<file path="src/rtl/hms_pkg.sv">
// hms_v2 shared types: field select, mode encoding
// and field limits.
package hms_pkg;

  typedef enum logic [1:0] {
    SEL_HOURS = 2'd0,
    SEL_MIN   = 2'd1,
    SEL_SEC   = 2'd2
  } sel_e;

  typedef enum logic {
    RUN  = 1'b0,
    STOP = 1'b1
  } mode_e;

  localparam int MAX_HOURS   = 23;
  localparam int MAX_MIN_SEC = 59;

  function automatic sel_e sel_next(input sel_e s);
    sel_e r;
    unique case (s)
      SEL_HOURS: r = SEL_MIN;
      SEL_MIN:   r = SEL_SEC;
      default:   r = SEL_HOURS;
    endcase
    return r;
  endfunction

endpackage

</file>
<file path="src/rtl/hms_wrap_counter.sv">
// Modulo (MAX+1) up/down counter with carry-in/out;
// one instance per time field.
module hms_wrap_counter
  import hms_pkg::*;
#(
  parameter int MAX = 59,
  parameter int W   = 6
) (
  input  logic         clk,
  input  logic         rst,
  input  logic         inc_i,
  input  logic         dec_i,
  input  logic         cin_i,
  output logic [W-1:0] value_o,
  output logic         cout_o
);

  localparam logic [W-1:0] TOP = W'(MAX);

  logic [W-1:0] val_q, val_d;
  logic         up, dn;

  // inc and dec together cancel; carry-in only arrives in RUN
  assign up = cin_i | (inc_i & ~dec_i);
  assign dn = dec_i & ~inc_i & ~cin_i;

  always_comb begin
    val_d = val_q;
    if (up)
      val_d = (val_q == TOP) ? '0 : val_q + 1'b1;
    else if (dn)
      val_d = (val_q == '0) ? TOP : val_q - 1'b1;
  end

  always_ff @(posedge clk) begin
    if (!rst) val_q <= '0;
    else      val_q <= val_d;
  end

  assign value_o = val_q;
  assign cout_o  = cin_i & (val_q == TOP);

endmodule

</file>
<file path="src/rtl/hms_v2.sv">
// 24h hours/minutes/seconds watch core with
// RUN and STOP (set) modes.
module hms_v2
  import hms_pkg::*;
#(
  parameter int TICKS_PER_SEC = 1
) (
  input  logic       clk,
  input  logic       rst,
  input  logic       stop_run,
  input  logic       inc,
  input  logic       dec,
  input  logic       next,
  output logic [4:0] hours,
  output logic [5:0] minutes,
  output logic [5:0] seconds
);

  localparam int PW =
    (TICKS_PER_SEC > 1) ? $clog2(TICKS_PER_SEC) : 1;
  localparam logic [PW-1:0] PMAX = PW'(TICKS_PER_SEC - 1);

  logic [3:0]    btn_q;
  logic          ev_sr, ev_inc, ev_dec, ev_nxt;
  mode_e         mode_q, mode_d;
  sel_e          sel_q, sel_d;
  logic [PW-1:0] presc_q, presc_d;
  logic          tick;
  logic          ed_inc, ed_dec;
  logic          sec_cout, min_cout, hr_cout_unused;

  assign ev_sr  = stop_run & ~btn_q[0];
  assign ev_inc = inc      & ~btn_q[1];
  assign ev_dec = dec      & ~btn_q[2];
  assign ev_nxt = next     & ~btn_q[3];

  always_comb begin
    mode_d  = mode_q;
    sel_d   = sel_q;
    presc_d = '0;
    tick    = 1'b0;
    unique case (mode_q)
      RUN: begin
        tick    = (presc_q == PMAX);
        presc_d = tick ? '0 : presc_q + 1'b1;
        if (ev_sr) begin
          mode_d  = STOP;
          sel_d   = SEL_HOURS;
          presc_d = '0;
        end
      end
      STOP: begin
        if (ev_nxt) sel_d = sel_next(sel_q);
        if (ev_sr)  mode_d = RUN;
      end
      default: ;
    endcase
  end

  always_ff @(posedge clk) begin
    if (!rst) begin
      btn_q   <= '0;
      mode_q  <= RUN;
      sel_q   <= SEL_HOURS;
      presc_q <= '0;
    end else begin
      btn_q   <= {next, dec, inc, stop_run};
      mode_q  <= mode_d;
      sel_q   <= sel_d;
      presc_q <= presc_d;
    end
  end

  // edits act on the selection held before this edge
  assign ed_inc = (mode_q == STOP) & ev_inc;
  assign ed_dec = (mode_q == STOP) & ev_dec;

  hms_wrap_counter #(.MAX(MAX_MIN_SEC), .W(6)) u_sec (
    .clk    (clk),
    .rst    (rst),
    .inc_i  (ed_inc & (sel_q == SEL_SEC)),
    .dec_i  (ed_dec & (sel_q == SEL_SEC)),
    .cin_i  (tick),
    .value_o(seconds),
    .cout_o (sec_cout)
  );

  hms_wrap_counter #(.MAX(MAX_MIN_SEC), .W(6)) u_min (
    .clk    (clk),
    .rst    (rst),
    .inc_i  (ed_inc & (sel_q == SEL_MIN)),
    .dec_i  (ed_dec & (sel_q == SEL_MIN)),
    .cin_i  (sec_cout),
    .value_o(minutes),
    .cout_o (min_cout)
  );

  hms_wrap_counter #(.MAX(MAX_HOURS), .W(5)) u_hr (
    .clk    (clk),
    .rst    (rst),
    .inc_i  (ed_inc & (sel_q == SEL_HOURS)),
    .dec_i  (ed_dec & (sel_q == SEL_HOURS)),
    .cin_i  (min_cout),
    .value_o(hours),
    .cout_o (hr_cout_unused)
  );

endmodule

</file>
<file path="config.mk">
export PLATFORM = sky130hd
export DESIGN_NAME = hms_v2
export DESIGN_NICKNAME = d
export VERILOG_FILES = /design/src/rtl/hms_pkg.sv /design/src/rtl/hms_wrap_counter.sv /design/src/rtl/hms_v2.sv
export SDC_FILE = /design/constraint.sdc
export NUM_CORES = 1
export LEC_CHECK = 0
export CORE_ASPECT_RATIO = 1.2
export CORE_MARGIN = 1.5
export CORE_UTILIZATION = 40
export DETAILED_ROUTE_END_ITERATION = 10
export HOLD_SLACK_MARGIN = 0.03
export PLACE_DENSITY_LB_ADDON = 0.08
export SYNTH_ARGS = -nofsm -noshare
export SYNTH_HDL_FRONTEND = slang
export SYNTH_SLANG_ARGS = --single-unit
</file>
<file path="constraint.sdc">
create_clock -name clk -period 2.5 [get_ports clk]
set_input_delay 0.75 -clock clk [delete_from_list [all_inputs] [get_ports clk]]
set_output_delay 0.75 -clock clk [all_outputs]
set_load 0.005 [all_outputs]
</file>
# Yosys cells after proc, flatten, opt, wreduce, memory -nomap -nowiden
# Cells that the tools add are included.
# Widths: inputs -> output; s select.
[totals]
in_bits = 6
regBits = 25
elab_cells = 92
output_inout_bits = 17
[op_classes]
n_reduce_logical = 9
add_sub_neg = 7
n_eq_ne = 7
bitwise = 42
muxes = 20
[ops]
columns = ["operator", "count"]
rows = [
  ["$mux 6", 8],
  ["$and 1x1->1", 23],
  ["$mux 5", 4],
  ["$not 1->1", 16],
  ["$add 6x1->6 const B", 2],
  ["$eq 6x6->1 const B", 2],
  ["$logic_not 6->1", 2],
  ["$sub 6x1->6 const B", 2],
  ["$pmux 2 s2", 2],
  ["$reduce_bool 2->1", 3],
  ["$add 5x1->5 const B", 1],
  ["$eq 5x5->1 const B", 1],
  ["$logic_not 5->1", 1],
  ["$sub 5x1->5 const B", 1],
  ["$mux 2", 2],
  ["$ne 2x2->1 const B", 2],
  ["$reduce_or 4->1", 1],
  ["$mux 1", 3],
  ["$or 1x1->1", 3],
  ["$eq 2x1->1 const B", 1],
  ["$eq 2x2->1 const B", 1],
  ["$logic_not 2->1", 1],
  ["$pmux 1 s2", 1],
  ["$reduce_and 2->1", 1],
  ["$add 1x1->1 const B", 1],
]

# Logic depth before layout (Yosys ltp)
# Gate-level depths: netlist of run 1.
[logic_depth]
depth_word = 9
mapped_depth = 7
mapped_depth_nobuf = 7

# Modules after synthesis
# A second synthesis of run 1 with hierarchy kept.
[hier_totals]
hier_cells = 252
area_unflattened_um2 = 1958.1
[modules_own_cells]
columns = ["mod", "cells_per_inst", "area_each_um2", "instances", "seq_area_each_um2"]
rows = [
  ["hms_wrap_counter (u_min ...)", 83, 603.1, 2, 120.1],
  ["hms_wrap_counter (u_hr)", 51, 437.9, 1, 100.1],
  ["hms_v2", 35, 314.1, 1, 160.2],
]

# Worst setup path after synthesis of run 1
# No wires, ideal clock.
[synth_path]
path_kind = "in2reg"
startpoint = "in dec"
endpoint = "reg u_hr.val_q[3] (netlist: u_hr.value_o[3])"
t_arrival_ns = 2.151
path_slack_ns = 0.229
cell_stages = 6
cell_sequence = "and2b_4 -> or3_4 -> buf_6 -> o32a_4 -> and3_1 -> o31a_1"
[synth_between]
elab_chain_cells = 7
elab_cells_between_ends = 10
classes_between = "1 x mux; 8 x bitwise; 1 x reduce/logical"
[synth_lines]
columns = ["element", "line_no", "source"]
rows = [
  ["from (decl)", "hms_v2.sv:12", "input logic dec,"],
  ["$and 1x1->1 (*)", "hms_v2.sv:34", "assign ev_dec = dec & ~btn_q[2];"],
  ["$and 1x1->1 (*)", "hms_v2.sv:76", "assign ed_dec = (mode_q == STOP) & ev_dec;"],
  ["$and 1x1->1 (*)", "hms_v2.sv:102", ".dec_i (ed_dec & (sel_q == SEL_HOURS)),"],
  ["$not 1->1", "hms_wrap_counter.sv:24", "assign up = cin_i | (inc_i & ~dec_i);"],
  ["$and 1x1->1", "hms_wrap_counter.sv:24", ""],
  ["$or 1x1->1", "hms_wrap_counter.sv:24", ""],
  ["$mux 5 or $reduce_bool 2->1 (tied branches)", "n/a", ""],
  ["to (signal assigned)", "hms_wrap_counter.sv:37", "else val_q <= val_d;"],
  ["to (decl)", "hms_wrap_counter.sv:20", "logic [W-1:0] val_q, val_d;"],
]
# Every way passes the cells marked *; elsewhere a longest branch is shown, timed or not.
# A chain may end at the register's enable or synchronous reset.

# Final worst setup path of run 1
# Same ends and word-level chain as after synthesis.

==> summary.md, run 1 <==
| Metric | Value |
|---|---|
| Status | `finished, final reports clean` |
| Number of remaining DRC errors | `0` |
| Post-route clock period utilization | `94.5%` |
| Clock Pin Slew Worst Setup and Hold Paths | `0.10 ns` |
| Area grow syn2layout | `21.8%` |
| Total GRT Usage | `18.3%` |
| EDFF count, synth | `0` |
| Setup repair bufs after CTS | `0` |
| Hold_buf cts | `0` |
| Unrepaired setup endpoints after global routing | `no` |
| Largest net degree at the start of global routing | `25` |
| Min Tclk post-route | `2.36 ns` |
| GR Overflow Total | `0` |
| Clock buffer depth | `2` |
| Asr flop ratio synth | `0%` |
| FF/Latch Area | `500 sq um` |
| Critical path arrival | `2.58 ns` |
| Core Region | `4290 sq um` |
| Setup-failing EPs final | `0` |
| Multi-input gate area | `1200 sq um` |
| Maximum achievable frequency | `423 MHz` |
| Die X | `64.4 um` |
| Port bufs | `22` |
| Worst hold-check path type | `reg -> reg` |
| Total wire length | `4.30 mm` |
| Share of cells above drive strength 1 | `11.7%` |
| DP Worst Slack | `-0.161 ns` |
| Final hold vios | `0` |
| Detail Route Antenna Nets | `0` |
| Leakage power | `0.000838 uW` |
| Worst-Skew Late Latency | `0.27 ns` |
| Final Instance Count excl. Fillers | `312` |
| Skew final | `0.00505 ns` |
| Mapped Area | `1810 sq um` |
| ANT cells | `0` |
| First-pass GRT wire length | `7.38 mm` |
| Row count | `26` |
| Via density | `5.52` |
| Pre-antenna DRT Iters | `4` |
| Initial DRC count | `136` |
| Max-cap violations | `0` |
| Power Dens Cells | `391 nW/um^2` |
| Initial antenna violation count | `0` |
| Seq/Total Area, Yosys | `27.7%` |
| Top_reg_cell synth | `dfxtp_1` |
| Vias in the first global route | `1584` |
| Max-slew violation count | `0` |
| Via count | `1721` |
| Maximum fanout along the worst path | `5` |
| Mapped Cells | `229` |
| I/O pin cnt | `23` |
| Crit path kind | `in -> reg` |
| Most frequent cells in the layout | `dfxtp_1 (25), clkdlybuf4s50_1 (22), nand2_1 (17), o21ai_0 (17), buf_4 (14)` |
| Final Util | `51.3%` |
| PostCTS Resize Cnt | `0` |
| Initial core utilization | `42.1%` |
| Placer Congestion | `0.789` |
| Dpl cells | `308` |
| # H-tree levels | `1` |
| DIE AREA | `4930 sq um` |
| Worst path required time | `2.72 ns` |
| Worst vdd ir | `212 uV` |
| Most common cell after layout, fill and taps aside | `dfxtp_1` |
| Syn avg cell area | `7.89 sq um` |
| Nets | `271` |
| Drt wl/cell | `13.8 um` |
| TritonCTS clock tree | `yes` |
| Clock tree root buffer cell | `clkbuf_8` |
| CP Capture Type | `flop` |
| # fillers | `444` |
| Num Clock Sinks | `25` |
| YS warnings | `0` |
| Cts bufs inserted | `3` |
| HPWL Detailed | `3.20 mm` |
| Syn Nets | `243` |
| Distinct cells, synth | `57` |
| Floorplan die height | `76.6 um` |
| Number of synthesized register bits | `25` |
| Final setup margin | `0.138 ns` |
| Setup crit start kind | `input port` |
final timing paths:
path                                                    start                            to  slack [ns]  cells past startpoint
worst max-delay path                                      dec  u_hr.value_o[3]$_SDFFE_PN0P_        0.14                      7
worst min-delay path             u_hr.value_o[1]$_SDFFE_PN0P_  u_hr.value_o[1]$_SDFFE_PN0P_        0.53                      2
worst max register to register  u_min.value_o[1]$_SDFFE_PN0P_  u_hr.value_o[3]$_SDFFE_PN0P_        0.51                      7
worst min register to register   u_hr.value_o[1]$_SDFFE_PN0P_  u_hr.value_o[1]$_SDFFE_PN0P_        0.53                      2
synth_stat cells, drive strengths merged (3+ instances only):
cell type / count / area share [%]
dfxtp: 25 / 28
o21ai: 18 / 5.2
nand2: 17 / 3.5
a21oi: 12 / 3.3
nor2: 12 / 2.5
inv: 11 / 2.3
clkbuf: 9 / 1.9
nand3: 9 / 2.5
nor3: 9 / 2.5
and3: 8 / 2.8
ha: 8 / 5.5
nand2b: 8 / 2.8
o31ai: 6 / 2.5
xnor2: 6 / 2.9
and2: 5 / 1.7
buf: 5 / 1.9
xor2: 5 / 2.4
nor2b: 4 / 1.4
o21a: 4 / 1.7
a211oi: 3 / 1.2
a21boi: 3 / 1.2
a22oi: 3 / 1.2
mux2i: 3 / 1.7
or3: 3 / 1.3
critical path: stages:
cell             delay, ns
clkdlybuf4s50_1       0.44
and2b_4               0.18
or3_4                 0.40
o32a_4                0.32
buf_4                 0.15
nor3_1                0.20
o31a_1                0.15
sequential cells by signal, summed over array words and instances (netlist names):
name	cells
mode_q	1
btn_q	4
u_sec.value_o	6
presc_q	1
sel_q	2
u_hr.value_o	5
u_min.value_o	6
cells by family (layout without fill, tap and decap cells):
group / count (synthesis) / in the layout / share of synthesized area, %
simple gates: 83 / 83 / 24.7
compound gates: 72 / 72 / 28.3
flops: 25 / 25 / 27.7
buf+inv: 25 / 52 / 6.02
xor+xnor: 11 / 11 / 5.33
fa+ha+maj: 8 / 8 / 5.54
mux: 4 / 4 / 2.29
other cells: 1 / 1 / 0.208
cell type report:
class / instances / share of cell area, %
multi-input combinational: 179 / 54.4
clock inverter: 1 / 0.227
inverter: 11 / 1.88
timing repair buffer: 37 / 15.7
sequential: 25 / 22.7
clock buffer: 3 / 1.88
tap: 56 / 3.18
through the flow:
stage                     TNS [ns]  total power (uW)  area [sq um]  hold slack [ns]
after global placement      -0.781               623          2150            0.520
after detailed placement    -0.836               622          2150            0.524
after CTS                        0               872          2200            0.538
after floorplan                  0               550          1810            0.505
final                            0               860          2200            0.530
after global routing             0               912          2200            0.570
power by group:
part / switching, uW / leakage, uW / internal, uW
registers: 23.8 / 0.000204 / 414
logic: 83.7 / 0.000608 / 92.1
clock network: 135 / 0.0000255 / 111
total: 243 / 0.000838 / 617
per-layer routing:
layer	vias up	share of wire, %	track usage, %
met2	32	49	30.8
met3	2	3.3	1.77
met4	0	0.65	5.53
met5	-	0	0
li1	891	-	-
met1	796	47	24.6
(Power assumes the default switching activity.)
==> run 2, diff against run 1 <==
--- a/config.mk
+++ b/config.mk
@@ -5,6 +5,7 @@
 export SDC_FILE = /design/constraint.sdc
 export NUM_CORES = 1
 export LEC_CHECK = 0
+export ABC_AREA = 1
 export CORE_ASPECT_RATIO = 1.2
 export CORE_MARGIN = 1.5
 export CORE_UTILIZATION = 40
==> constraint.sdc (replaced) <==
create_clock -name clk -period 1.92 [get_ports clk]
set_input_delay 0.576 -clock clk [delete_from_list [all_inputs] [get_ports clk]]
set_output_delay 0.576 -clock clk [all_outputs]
set_load 0.005 [all_outputs]
==> run 2 against run 1 <==
  * Non-clock buffer count fell by 3
  * Global-route usage fell by 0.49 points
  * First-iteration DRC count rose by 26%
  * Clock power rose by 32%
  * Utilization rose by 0.33 points
  * Count of clock-buffer cells in the layout did not move
  * Flip-flop and latch count did not move
  * Clock skew rose by 0.0032 ns
  * Sequential power rose by 34%
  * Design area rose by 2.2%
  * Critical path type is now reg -> out
  * Sequential share of layout area fell by 0.48 points
  * Via count rose by 5.2%
==> summary.md, run 2 <==
| Metric | Value |
|---|---|
| Distinct cells, synth | `29 (was 57)` |
| HPWL Detailed | `3.22 mm (was 3.20 mm)` |
| Worst Path Buf+Inv | `1 (was 2)` |
| First-pass GRT wire length | `7.25 mm (was 7.38 mm)` |
| Initial core utilization | `42.3% (was 42.1%)` |
| I/O pin cnt | `23 (unchanged)` |
| Cell area after placement | `2190 sq um (was 2150 sq um)` |
| Worst hold-check path type | `reg -> reg (unchanged)` |
| # fillers | `469 (was 444)` |
| CP Capture Type | `output pin (was flop)` |
| Critical path arrival | `1.28 ns (was 2.58 ns)` |
| Seq/Total Area, Yosys | `27.1% (was 27.7%)` |
| Worst Reg-to-Reg Cells | `10 (was 7)` |
| CP top delay family | `buffers and inverters (was simple AND/OR/NAND/NOR gates)` |
| Most frequent cell after synthesis | `nand2_1 (was dfxtp_1)` |
| EDFF count, synth | `0 (unchanged)` |
| Worst vdd ir | `307 uV (was 212 uV)` |
| Final hold vios | `0 (unchanged)` |
| Worst-Skew Late Latency | `0.28 ns (was 0.27 ns)` |
| Die X | `65.0 um (was 64.4 um)` |
| Min Tclk post-route | `1.86 ns` |
| Number of remaining DRC errors | `0 (unchanged)` |
| Sw Ratio | `32.5% (was 28.2%)` |
| Reg-to-Reg End | `u_min.value_o[5]$_SDFFE_PN0P_ (was u_hr.value_o[3]$_SDFFE_PN0P_)` |
| CP max stage delay | `0.55 ns (was 0.44 ns)` |
| Syn Nets | `297 (was 243)` |
| Final setup margin | `0.0602 ns (was 0.138 ns)` |
| Maximum fanout along the worst path | `7 (was 5)` |
| Post-synth top area cell | `dfxtp_1 (unchanged)` |
| GR Overflow Total | `0 (unchanged)` |
| Sequential power share | `46.0% (was 50.9%)` |
| Via density | `4.87 (was 5.52)` |
| FF-to-FF Start | `u_sec.value_o[1]$_SDFFE_PN0P_ (was u_min.value_o[1]$_SDFFE_PN0P_)` |
| Hold path start | `sel_q[0]$_SDFFE_PN0P_ (was u_hr.value_o[1]$_SDFFE_PN0P_)` |
| Top_reg_cell synth | `dfxtp_1 (unchanged)` |
| Via count | `1810 (was 1721)` |
| Placer Congestion | `0.880 (was 0.789)` |
| PostCTS Resize Cnt | `0 (unchanged)` |
| Max-cap violations | `0 (unchanged)` |
| Top post-synthesis cells by count | `nand2_1 (63), inv_1 (33), nor2_1 (30) (was dfxtp_1 (25), nand2_1 (17), o21ai_0 (17))` |
| Crit path kind | `reg -> out (was in -> reg)` |
| Drt wl/cell | `11.3 um (was 13.8 um)` |
| ANT cells | `0 (unchanged)` |
| CP cell instances | `clkdlybuf4s50_1 (was clkdlybuf4s50_1 > and2b_4 > or3_4 > o32a_4 > buf_4 > nor3_1 > o31a_1)` |
| Most frequent cells in the layout | `nand2_1 (63), inv_1 (33), nor2_1 (30) (was dfxtp_1 (25), clkdlybuf4s50_1 (22), nand2_1 (17), o21ai_0 (17), buf_4 (14))` |
| Total wire length | `4.20 mm (was 4.30 mm)` |
| Core Region | `4360 sq um (was 4290 sq um)` |
| Initial antenna violation count | `0 (unchanged)` |
| Cts bufs inserted | `3 (unchanged)` |
| Hold_buf cts | `0 (unchanged)` |
| Area grow syn2layout | `21.8% (about the same)` |
| # H-tree levels | `1 (unchanged)` |
| Power Dens Cells | `568 nW/um^2 (was 391 nW/um^2)` |
| Crit-path slowest cell | `clkdlybuf4s50_1 (unchanged)` |
| Syn avg cell area | `6.52 sq um (was 7.89 sq um)` |
| Total negative slack | `0 ns (unchanged)` |
| Setup-failing EPs final | `0 (unchanged)` |
| Clock tree root buffer cell | `clkbuf_8 (unchanged)` |
| Setup slack, reg-to-reg | `0.22 ns (was 0.51 ns)` |
| Port bufs | `22 (unchanged)` |
| YS warnings | `0 (unchanged)` |
| Initial DRC count | `171 (was 136)` |
| Maximum achievable frequency | `538 MHz` |
| Setup repair bufs after CTS | `0 (unchanged)` |
| Share of the synthesized area in the top cell type | `27.1% (was 27.7%)` |
| Asr flop ratio synth | `0% (unchanged)` |
| Final Util | `51.6% (was 51.3%)` |
| Clock buffer depth | `2 (unchanged)` |
| Floorplan die height | `77.4 um (was 76.6 um)` |
| TritonCTS clock tree | `yes (unchanged)` |
| Final Instance Count excl. Fillers | `372 (was 312)` |
| Setup crit start kind | `flop (was input port)` |
| Post-route clock period utilization | `96.9%` |
| Vias in the first global route | `1667 (was 1584)` |
| Largest net degree at the start of global routing | `16 (was 25)` |
| Worst Hold Depth | `2 (unchanged)` |
| Area contributors post-synth | `dfxtp_1 (27%), nand2_1 (13%), nand3_1 (7.9%) (was dfxtp_1 (28%), ha_1 (5.5%), o21ai_0 (4.7%))` |
| Post-Layout Inst Area | `2250 sq um (was 2200 sq um)` |
| Total GRT Usage | `17.9% (was 18.3%)` |
| Leakage power | `0.00102 uW (was 0.000838 uW)` |
| Nets | `331 (was 271)` |
| Mapped Cells | `283 (was 229)` |
| Dpl cells | `368 (was 308)` |
| Detail Route Antenna Nets | `0 (unchanged)` |
| Psw | `415 uW (was 243 uW)` |
| DP Worst Slack | `-0.129 ns (was -0.161 ns)` |
| Skew final | `0.00821 ns (was 0.00505 ns)` |
| Max-slew violation count | `0 (unchanged)` |
| Hold worst-path end | `sel_q[0]$_SDFFE_PN0P_ (was u_hr.value_o[1]$_SDFFE_PN0P_)` |
| Combinational power share | `28.4% (was 20.4%)` |
| P_int | `863 uW (was 617 uW)` |
| Clock Pin Slew Worst Setup and Hold Paths | `0.10 ns (about the same)` |
| Pre-antenna DRT Iters | `4 (unchanged)` |
| Worst path required time | `1.34 ns (was 2.72 ns)` |
| Unrepaired setup endpoints after global routing | `no (unchanged)` |
| Most common cell after layout, fill and taps aside | `nand2_1 (was dfxtp_1)` |
| Row count | `26 (unchanged)` |
| DIE AREA | `5030 sq um (was 4930 sq um)` |
| Clock power share | `25.6% (was 28.7%)` |
| Number of synthesized register bits | `25 (unchanged)` |
| Share of cells above drive strength 1 | `13.3% (was 11.7%)` |
| Status | `finished, final reports clean (unchanged)` |
| Num Clock Sinks | `25 (unchanged)` |
| Mapped Area | `1850 sq um (was 1810 sq um)` |
[run 2: metrics by stage]
| stage | hold WS [ns] | total power [uW] |
|---|---|---|
| global placement | 0.502 | 964 |
| global route | 0.561 | 1370 |
| detailed placement | 0.508 | 962 |
| CTS | 0.522 | 1290 |
| floorplan | 0.476 | 840 |
| finish | 0.516 | 1280 |
[run 2: kinds of logic (layout without fill, tap and decap cells)]
kind of cell / after synthesis / after routing / share of synthesized area [%]
flip-flops: 25 / 25 / 27.1
AND/OR/NAND/NOR: 154 / 154 / 41.1
buffers and inverters: 45 / 78 / 9.83
XOR/XNOR: 10 / 10 / 4.75
other: 1 / 1 / 0.203
AO/OA/AOI/OAI: 40 / 40 / 11.6
adder cells (fa/ha/maj): 8 / 8 / 5.42
[run 2: power by group through the flow]
stage,logic (uW),registers (uW),clock network (uW)
2_1_floorplan,245,595,0
3_3_place_gp,363,601,0
3_5_place_dp,361,601,0
4_1_cts,362,590,342
5_1_grt,410,595,364
6_report,363,588,327
[run 2: per-layer routing]
metal,vias to the layer above,global-route usage (%),routed length [um]
met5,-,0,0
met4,0,7.23,80
met3,6,2.17,128
met2,38,30.9,2000
met1,787,22.1,1980
li1,979,-,-
[run 2: worst max-delay path by stage]
stage | startpoint | to | depth (start not counted)
detailed placement | dec | u_min.value_o[5]$_SDFFE_PN0P_ | 10
floorplan | u_min.value_o[1]$_SDFFE_PN0P_ | u_hr.value_o[3]$_SDFFE_PN0P_ | 8
CTS | u_sec.value_o[3]$_SDFFE_PN0P_ | seconds[3] | 1
finish | u_sec.value_o[3]$_SDFFE_PN0P_ | seconds[3] | 1
global route | u_sec.value_o[3]$_SDFFE_PN0P_ | seconds[3] | 1
global placement | dec | u_hr.value_o[0]$_SDFFE_PN0P_ | 9
[run 2: cell type report]
cell class              instances  area [sq um]  area share, %
multi-input cells             213          1170           52.0
flip-flops and latches         25           500           22.3
repair buffers                 34           310           13.8
inverters                      40           150           6.68
well taps                      56          70.1           3.12
clock buffers                   3          41.3           1.84
clock inverters                 1          7.51          0.334
==> run 3, diff against run 2 <==
--- a/config.mk
+++ b/config.mk
@@ -10,6 +10,7 @@
 export CORE_MARGIN = 1.5
 export CORE_UTILIZATION = 40
 export DETAILED_ROUTE_END_ITERATION = 10
+export GPL_ROUTABILITY_DRIVEN = 0
 export HOLD_SLACK_MARGIN = 0.03
 export PLACE_DENSITY_LB_ADDON = 0.08
 export SYNTH_ARGS = -nofsm -noshare
==> run 3 against run 2 <==
  * Combinational power is 2% higher
  * Clock power is 1% lower
  * Total power is 0.25% higher
  * Via count is 3.2% higher
  * Worst hold slack better by 0.0034 ns
  * Design area is 0.11% higher
  * Count of clock-buffer cells in the layout stayed put
  * Wire length is 2.3% higher
  * Final cell count is 0.27% higher
  * Critical path depth stayed put
  * Critical path type unchanged
  * Largest cell class unchanged
==> summary.md, run 3 (same netlist as run 2, synthesis figures left out) <==
| Metric | Value |
|---|---|
| Total power | `1280 uW (about the same)` |
| Vias in the first global route | `1679 (was 1667)` |
| Max-slew violation count | `0 (unchanged)` |
| Worst vdd ir | `277 uV (was 307 uV)` |
| Max-cap violations | `0 (unchanged)` |
| Skew final | `0.00972 ns (was 0.00821 ns)` |
| Worst Reg-to-Reg Cells | `8 (was 10)` |
| Worst-Skew Late Latency | `0.27 ns (was 0.28 ns)` |
| Detail Route Antenna Nets | `0 (unchanged)` |
| Via count | `1868 (was 1810)` |
| CP top delay family | `buffers and inverters (unchanged)` |
| DIE AREA | `5030 sq um (unchanged)` |
| Crit-path slowest cell | `clkdlybuf4s50_1 (unchanged)` |
| Maximum fanout along the worst path | `7 (unchanged)` |
| Setup crit start kind | `flop (unchanged)` |
| Clock buffer depth | `2 (unchanged)` |
| Nets | `332 (was 331)` |
| Initial core utilization | `42.3% (unchanged)` |
| Setup slack, reg-to-reg | `0.21 ns (was 0.22 ns)` |
| Die X | `65.0 um (unchanged)` |
| Post-route clock period utilization | `96.7% (was 96.9%)` |
| Setup repair bufs after CTS | `0 (unchanged)` |
| Total negative slack | `0 ns (unchanged)` |
| # H-tree levels | `1 (unchanged)` |
| Post-Layout Inst Area | `2250 sq um (about the same)` |
| Num Clock Sinks | `25 (unchanged)` |
| Reg-to-Reg End | `u_hr.value_o[3]$_SDFFE_PN0P_ (was u_min.value_o[5]$_SDFFE_PN0P_)` |
| FF-to-FF Start | `u_min.value_o[1]$_SDFFE_PN0P_ (was u_sec.value_o[1]$_SDFFE_PN0P_)` |
| Share of cells above drive strength 1 | `13.6% (was 13.3%)` |
| Unrepaired setup endpoints after global routing | `no (unchanged)` |
| HPWL Detailed | `3.31 mm (was 3.22 mm)` |
| Maximum achievable frequency | `538 MHz (about the same)` |
| Final Util | `51.6% (about the same)` |
| CP Capture Type | `output pin (unchanged)` |
| Power Dens Cells | `569 nW/um^2 (was 568 nW/um^2)` |
| Min Tclk post-route | `1.86 ns (about the same)` |
| Most frequent cells in the layout | `nand2_1 (63), inv_1 (33), nor2_1 (30) (unchanged)` |
| Critical path arrival | `1.28 ns (about the same)` |
| Hold worst-path end | `sel_q[1]$_SDFFE_PN0P_ (was sel_q[0]$_SDFFE_PN0P_)` |
| Worst Hold Depth | `2 (unchanged)` |
| Number of remaining DRC errors | `0 (unchanged)` |
| Via density | `5.01 (was 4.87)` |
| First-pass GRT wire length | `7.60 mm (was 7.25 mm)` |
| Hold path start | `sel_q[1]$_SDFFE_PN0P_ (was sel_q[0]$_SDFFE_PN0P_)` |
| Floorplan die height | `77.4 um (unchanged)` |
| Port bufs | `22 (unchanged)` |
| Worst hold-check path type | `reg -> reg (unchanged)` |
| Worst path required time | `1.34 ns (about the same)` |
| PostCTS Resize Cnt | `0 (unchanged)` |
| Most common cell after layout, fill and taps aside | `nand2_1 (unchanged)` |
| Clock tree root buffer cell | `clkbuf_8 (unchanged)` |
| Cts bufs inserted | `3 (unchanged)` |
| Area grow syn2layout | `22.0% (was 21.8%)` |
| TritonCTS clock tree | `yes (unchanged)` |
| CP cell instances | `clkdlybuf4s50_1 (unchanged)` |
| GR Overflow Total | `0 (unchanged)` |
| Hold_buf cts | `0 (unchanged)` |
| # fillers | `479 (was 469)` |
| Status | `finished, final reports clean (unchanged)` |
| Total wire length | `4.29 mm (was 4.20 mm)` |
| Worst Path Buf+Inv | `1 (unchanged)` |
| CP max stage delay | `0.55 ns (about the same)` |
| Initial DRC count | `105 (was 171)` |
| Clock Pin Slew Worst Setup and Hold Paths | `0.10 ns (about the same)` |
| I/O pin cnt | `23 (unchanged)` |
| Drt wl/cell | `11.5 um (was 11.3 um)` |
| Row count | `26 (unchanged)` |
| Largest net degree at the start of global routing | `16 (unchanged)` |
| Final hold vios | `0 (unchanged)` |
| Total GRT Usage | `18.4% (was 17.9%)` |
| Leakage power | `0.00103 uW (was 0.00102 uW)` |
| Pre-antenna DRT Iters | `4 (unchanged)` |
| Cell area after placement | `2200 sq um (was 2190 sq um)` |
| Crit path kind | `reg -> out (unchanged)` |
| ANT cells | `0 (unchanged)` |
| Core Region | `4360 sq um (unchanged)` |
| Initial antenna violation count | `0 (unchanged)` |
| Setup-failing EPs final | `0 (unchanged)` |
-- run 3: changes by cell type in the layout (fill, tap and decap cells not counted) --
cell,change
nor2_4,-1
buf_4,+1
nor2_2,+1
-- run 3: area by class of cell --
| cell class | instances | area, sq um | share of cell area, % |
|---|---|---|---|
| well taps | 56 | 70.1 | 3.11 |
| clock inverters | 1 | 7.51 | 0.334 |
| clock buffers | 3 | 41.3 | 1.83 |
| flip-flops and latches | 25 | 500 | 22.2 |
| multi-input cells | 213 | 1160 | 51.7 |
| repair buffers | 35 | 318 | 14.1 |
| inverters | 40 | 150 | 6.67 |
-- run 3: how the worst max path moves through the flow --
stage,from,end,slack (ns),depth (start not counted)
after floorplan,u_min.value_o[1]$_SDFFE_PN0P_,u_hr.value_o[3]$_SDFFE_PN0P_,0.44,8
after global placement,dec,u_min.value_o[2]$_SDFFE_PN0P_,-0.12,10
after detailed placement,dec,u_min.value_o[5]$_SDFFE_PN0P_,-0.13,10
after CTS,u_sec.value_o[3]$_SDFFE_PN0P_,seconds[3],0.05,1
after global routing,u_min.value_o[1]$_SDFFE_PN0P_,u_hr.value_o[3]$_SDFFE_PN0P_,0.006,8
final,u_sec.value_o[3]$_SDFFE_PN0P_,seconds[3],0.06,1
-- run 3: layer usage --
metal  GRT usage, %  up-vias  share of wire, %  routed length [um]
li1               -      985                 -                   -
met1           24.4      843                47                2040
met2           31.2       36                48                2080
met3           2.32        4               3.2                 137
met4           5.11        0              0.93                  40
met5              0        -                 0                   0
-- run 3: through the flow --
step / worst slack (ns) / hold slack [ns] / instances
after floorplan: 0.442 / 0.476 / 283
after global placement: -0.120 / 0.503 / 369
after detailed placement: -0.133 / 0.508 / 369
after CTS: 0.0542 / 0.522 / 373
after global routing: 0.00597 / 0.544 / 373
final: 0.0624 / 0.519 / 373
-- run 3: where the power goes --
| part | internal, uW | total [uW] | leakage [uW] | switching [uW] |
|---|---|---|---|---|
| clock | 147 | 323 | 0.0000217 | 176 |
| combinational | 167 | 372 | 0.000801 | 205 |
| sequential | 551 | 586 | 0.000205 | 35.2 |
